[config.mk]
export PLATFORM = sky130hd
export DESIGN_NAME = shift_pipe
export DESIGN_NICKNAME = d
export VERILOG_FILES = /design/src/rtl/shift_pipe.sv
export SDC_FILE = /design/constraint.sdc
export NUM_CORES = 1
export LEC_CHECK = 0
export CORE_ASPECT_RATIO = 1.75
export CORE_UTILIZATION = 40
export CTS_BUF_LIST = sky130_fd_sc_hd__clkbuf_2
export DETAILED_ROUTE_END_ITERATION = 16
export GPL_TIMING_DRIVEN = 0
export PLACE_DENSITY = 0.58
export SLEW_MARGIN = 20
export SYNTH_ARGS = -nofsm -noshare
export SYNTH_HDL_FRONTEND = slang
export SYNTH_SLANG_ARGS = --single-unit
[constraint.sdc]
create_clock -name clk -period 4.24 [get_ports clk]
set_input_delay 0.424 -clock clk [delete_from_list [all_inputs] [get_ports clk]]
set_output_delay 0.424 -clock clk [all_outputs]
set_load 0.02 [all_outputs]
[src/rtl/shift_pipe.sv]
// -----------------------------------------------------------------------------
// shift_pipe
//   Pipelined barrel shifter. It has SW = log2(WIDTH) registered stages.
//   Stage k applies a shift of 2^(SW-1-k) when amount bit SW-1-k is set.
//   Valid, mode, amount and tag travel with the data through every stage.
//   A stall at the output freezes the whole pipe. Bubbles are not collapsed.
//
//   Modes: 00 SLL, 01 SRA, 10 ROR, 11 SRL.
//   Optional feature macro: SHIFT_PIPE_ROR_EN.
//     - Defined: mode 10 rotates right.
//     - Undefined: mode 10 behaves as SRL, and no rotate datapath is built.
//
//   Ports:
//     clk, rst            clock and synchronous active-high reset
//     in_valid/in_ready   input handshake (in_ready = !stall)
//     in_data/amt/mode/tag operand, shift amount, shift mode, opaque sideband
//     out_valid/out_ready output handshake
//     out_data/out_tag    result and its tag
//     out_zero            result is zero (qualified by out_valid)
// -----------------------------------------------------------------------------
module shift_pipe #(
    parameter  int WIDTH = 16,
    parameter  int TAG_W = 4,
    localparam int SW    = $clog2(WIDTH)
) (
    input  logic             clk,
    input  logic             rst,
    input  logic             in_valid,
    output logic             in_ready,
    input  logic [WIDTH-1:0] in_data,
    input  logic [SW-1:0]    in_amt,
    input  logic [1:0]       in_mode,
    input  logic [TAG_W-1:0] in_tag,
    output logic             out_valid,
    input  logic             out_ready,
    output logic [WIDTH-1:0] out_data,
    output logic [TAG_W-1:0] out_tag,
    output logic             out_zero
);

    // One fixed-distance shift. Staged SRA is correct because each stage
    // replicates the current MSB, and that MSB still equals the original sign.
    function automatic logic [WIDTH-1:0] f_shift(input logic [WIDTH-1:0] d,
                                                 input logic [1:0]       mode,
                                                 input int               s);
        logic [WIDTH-1:0] res;
        case (mode)
            2'b00:   res = d << s;
            2'b01:   res = $signed(d) >>> s;
`ifdef SHIFT_PIPE_ROR_EN
            2'b10:   res = (d >> s) | (d << (WIDTH - s));
`endif
            default: res = d >> s;
        endcase
        return res;
    endfunction

    // Stage registers
    logic             r_vld  [SW];
    logic [WIDTH-1:0] r_data [SW];
    logic [1:0]       r_mode [SW];
    logic [SW-1:0]    r_amt  [SW];
    logic [TAG_W-1:0] r_tag  [SW];

    // Stage inputs (previous stage, or the input port for stage 0)
    logic             w_vld  [SW];
    logic [WIDTH-1:0] w_data [SW];
    logic [1:0]       w_mode [SW];
    logic [SW-1:0]    w_amt  [SW];
    logic [TAG_W-1:0] w_tag  [SW];
    logic [WIDTH-1:0] w_shf  [SW];
    logic             w_stall;

    assign w_stall  = r_vld[SW-1] && !out_ready;
    assign in_ready = !w_stall;

    always_comb begin
        w_vld[0]  = in_valid;
        w_data[0] = in_data;
        w_mode[0] = in_mode;
        w_amt[0]  = in_amt;
        w_tag[0]  = in_tag;
        for (int k = 1; k < SW; k++) begin
            w_vld[k]  = r_vld[k-1];
            w_data[k] = r_data[k-1];
            w_mode[k] = r_mode[k-1];
            w_amt[k]  = r_amt[k-1];
            w_tag[k]  = r_tag[k-1];
        end
        for (int k = 0; k < SW; k++) begin
            w_shf[k] = w_amt[k][SW-1-k] ? f_shift(w_data[k], w_mode[k], 1 << (SW-1-k))
                                        : w_data[k];
        end
    end

    // A stall freezes every stage, including its valid bit. Reset has priority.
    always_ff @(posedge clk) begin
        if (rst) begin
            for (int k = 0; k < SW; k++) begin
                r_vld[k]  <= 1'b0;
                r_data[k] <= '0;
                r_mode[k] <= '0;
                r_amt[k]  <= '0;
                r_tag[k]  <= '0;
            end
        end else if (!w_stall) begin
            for (int k = 0; k < SW; k++) begin
                r_vld[k]  <= w_vld[k];
                r_data[k] <= w_shf[k];
                r_mode[k] <= w_mode[k];
                r_amt[k]  <= w_amt[k];
                r_tag[k]  <= w_tag[k];
            end
        end
    end

    assign out_valid = r_vld[SW-1];
    assign out_data  = r_data[SW-1];
    assign out_tag   = r_tag[SW-1];
    assign out_zero  = r_vld[SW-1] && (r_data[SW-1] == '0);

endmodule

==> out/metrics.cfg <==
[pwr]
ir_drop_v=0.000131
p_total_mw=1.79
p_leak_nw=1.94
power_density_nw_per_um2=323

[sta]
finalClockSkew_ns=0.0330
timing.hold.ws_ns=0.445
setup_viol=0
slew_violations=0
setup_tns_ns=0
hold_violations=0
period_needed_ns=2.83
relSlewSlack=0.573
post-route-worst-setup-slack_ns=1.41
fin_crit_sh=0.668
clock.fmax_mhz=353
tightest_slew_ns=0.641
grt_setup_unrepaired=no

[worst_setup_path]
cp.depth=4
path_delay_family=simple AND/OR/NAND/NOR gates
cp-end-kind=output port
reg2reg_to=r_data[1][9]
worstPathMaxFanout=2
r2r_start=r_vld[3]
slowest_stage=clkdlybuf4s50_1
start_kind=flop
critPathKind=reg -> out
crit_chain=nor4b_1 -> nand4_1 -> nor4_1 -> clkdlybuf4s50_1
slowest_delay_ns=0.64
r2r_setup_slack_ns=2.43
required_ns=3.82
worstRegToRegCells=3
cp.arrival_ns=2.41
path_buf_inv=1

[synthesis]
async_flop_share=0
yosys.area_share.simple=0.216
synth_cells=411
synthAdderAreaFrac=0
synth_compound_area_frac=0.133
synth_warnings=0
syn_avg_cell_area_um2=11.6
synth-edff-count=96
synth_cell_types=33
seq_area_frac_synth=0.607
ys_seq_elements=96
netlist_area_um2=4750
synth_top_family_by_area=simple AND/OR/NAND/NOR gates
synthMuxAreaShare=0.00237
ys.flop_type=edfxtp_1
syn_nets=441
yosys.area_share.xor_xnor=0

[clock_network]
cts_max_level=3
cts.sinks=96
cts_setup_buffers=0
path_clk_slew_ns=0.27
holdBufCountCts=0
cts_buffer_depth=2
insertion_delay_ns=0.55
tritoncts=built
cts_resized=0
cts_buffers=9
clockRootBuffer=clkbuf_2

[outcome]
status=finished with violations
violations=design-rule violations

[floorplan]
rows=52
die_w_um=84.4
design.portCount=53
dieArea_um2=12300
start_util=0.410
die_y_um=146
core_area_um2=11600

[global_routing]
grt_pass1_vias=3423
grt_pass1_wl_um=15800
grt_usage=0.167
grt_antenna_before_repair=1
grt.overflow.total=0
grt_max_degree=54

[placement]
post-place-cells=598
placedInstanceArea_um2=5460
place_ws_ns=1.98
gp_congestion=0.878
hpwl_um=7270
portBuffers=51

[worst_hold_path]
hold_depth=3
worstHoldStart=in_amt[3]
hold_end=r_data[0][15]
min_path_type=in -> reg

[drt]
drc=11
routed_via_density=5.30
vias=3262
wire_per_inst_um=15.6
drtIter0Drc=156
dr.pass1.iters=12
drt.antenna.violating_nets=0
finalWirelength_um=9560

[layout]
fin_util=0.480
design_area_um2=5550
drive_above_1_share=0.144
fin_nets=504
instances_no_fill=615
area_growth_pct=17.0

[job]
maxCapViolCount=0

## final cells by class
cell class,count,area (um^2)
timing repair buffer,52,538
fill,1081,6030
multi-input combinational,283,1670
sequential,96,2880
clock inverter,7,48.8
clock buffer,9,45.0
tap,135,169
inverter,1,3.75
antenna,1,2.50
buffer,31,195
## worst reg2reg max path, delay by kind of cell (launching register included)
family | cells | cell delay, ns
buffers and inverters | 1 | 0.33
DFF | 1 | 0.48
and+or+nand+nor | 2 | 0.67
## flip-flops by register name, indices dropped and copies added, names as in the netlist
name and count:
r_tag 16, r_amt 6, r_vld 4, r_mode 6, r_data 64
## cell usage in the layout (no fill, tap or decap), types with 2 or more instances in the layout
master / instances
buf_8: 2
or2_2: 2
nand2b_1: 19
clkbuf_2: 9
a311oi_1: 17
nand3_1: 16
clkbuf_1: 8
o221a_2: 3
clkdlybuf4s50_1: 51
and2_1: 35
buf_1: 2
nand2_2: 3
buf_4: 3
clkinv_2: 2
nor2_1: 45
a311oi_2: 17
or2_1: 2
a21oi_1: 20
a211oi_1: 7
clkinvlp_4: 4
o21ai_0: 2
nand3b_1: 4
nor4_1: 3
edfxtp_1: 96
buf_2: 12
nand2_1: 76
buf_6: 4
a21o_1: 3
## Yosys cell counts (4+ instances only)
library cell   n  share of area
nor2_1        45          0.036
buf_6          4         0.0095
nand2_1       76          0.060
edfxtp_1      96           0.61
a21oi_1       20          0.021
nand2b_1      19          0.025
nand3b_1       4         0.0063
nand3_1       16          0.017
clkbuf_1       8         0.0063
buf_2         12          0.013
a211oi_1       7          0.011
and2_1        35          0.046
a311oi_1      17          0.031
a311oi_2      17          0.054
## metal layers
metal  part of all wire  track usage  vias to the layer above
met5                  0            0                        -
met4              0.057        0.104                        0
met3              0.029       0.0311                       35
met2               0.60        0.350                       84
met1               0.32        0.132                     1526
li1                   -            -                     1617
## how the worst max path moves through the flow
stage | from | to | slack [ns]
floorplan | r_vld[3] | r_amt[0][0] | 1.88
detailed placement | r_data[3][1] | out_zero | 1.98
finish | r_data[3][1] | out_zero | 1.41
global route | r_data[3][1] | out_zero | 1.11
CTS | r_data[3][1] | out_zero | 1.26
global placement | out_ready | r_data[0][2] | 1.16
## cell families (layout without fill, tap and decap cells)
| family | after synthesis | in the layout |
|---|---|---|
| buffers and inverters | 32 | 100 |
| DFF | 96 | 96 |
| AOI/OAI and AO/OA | 70 | 70 |
| muxes | 1 | 1 |
| other | 0 | 1 |
| and+or+nand+nor | 212 | 212 |
## power by group
group / switching (mW) / internal [mW] / leakage, nW
clock network: 0.301 / 0.0748 / 0.0499
logic: 0.142 / 0.122 / 0.747
registers: 0.0439 / 1.11 / 1.14
Note: power is estimated with default switching activity, not from simulation.
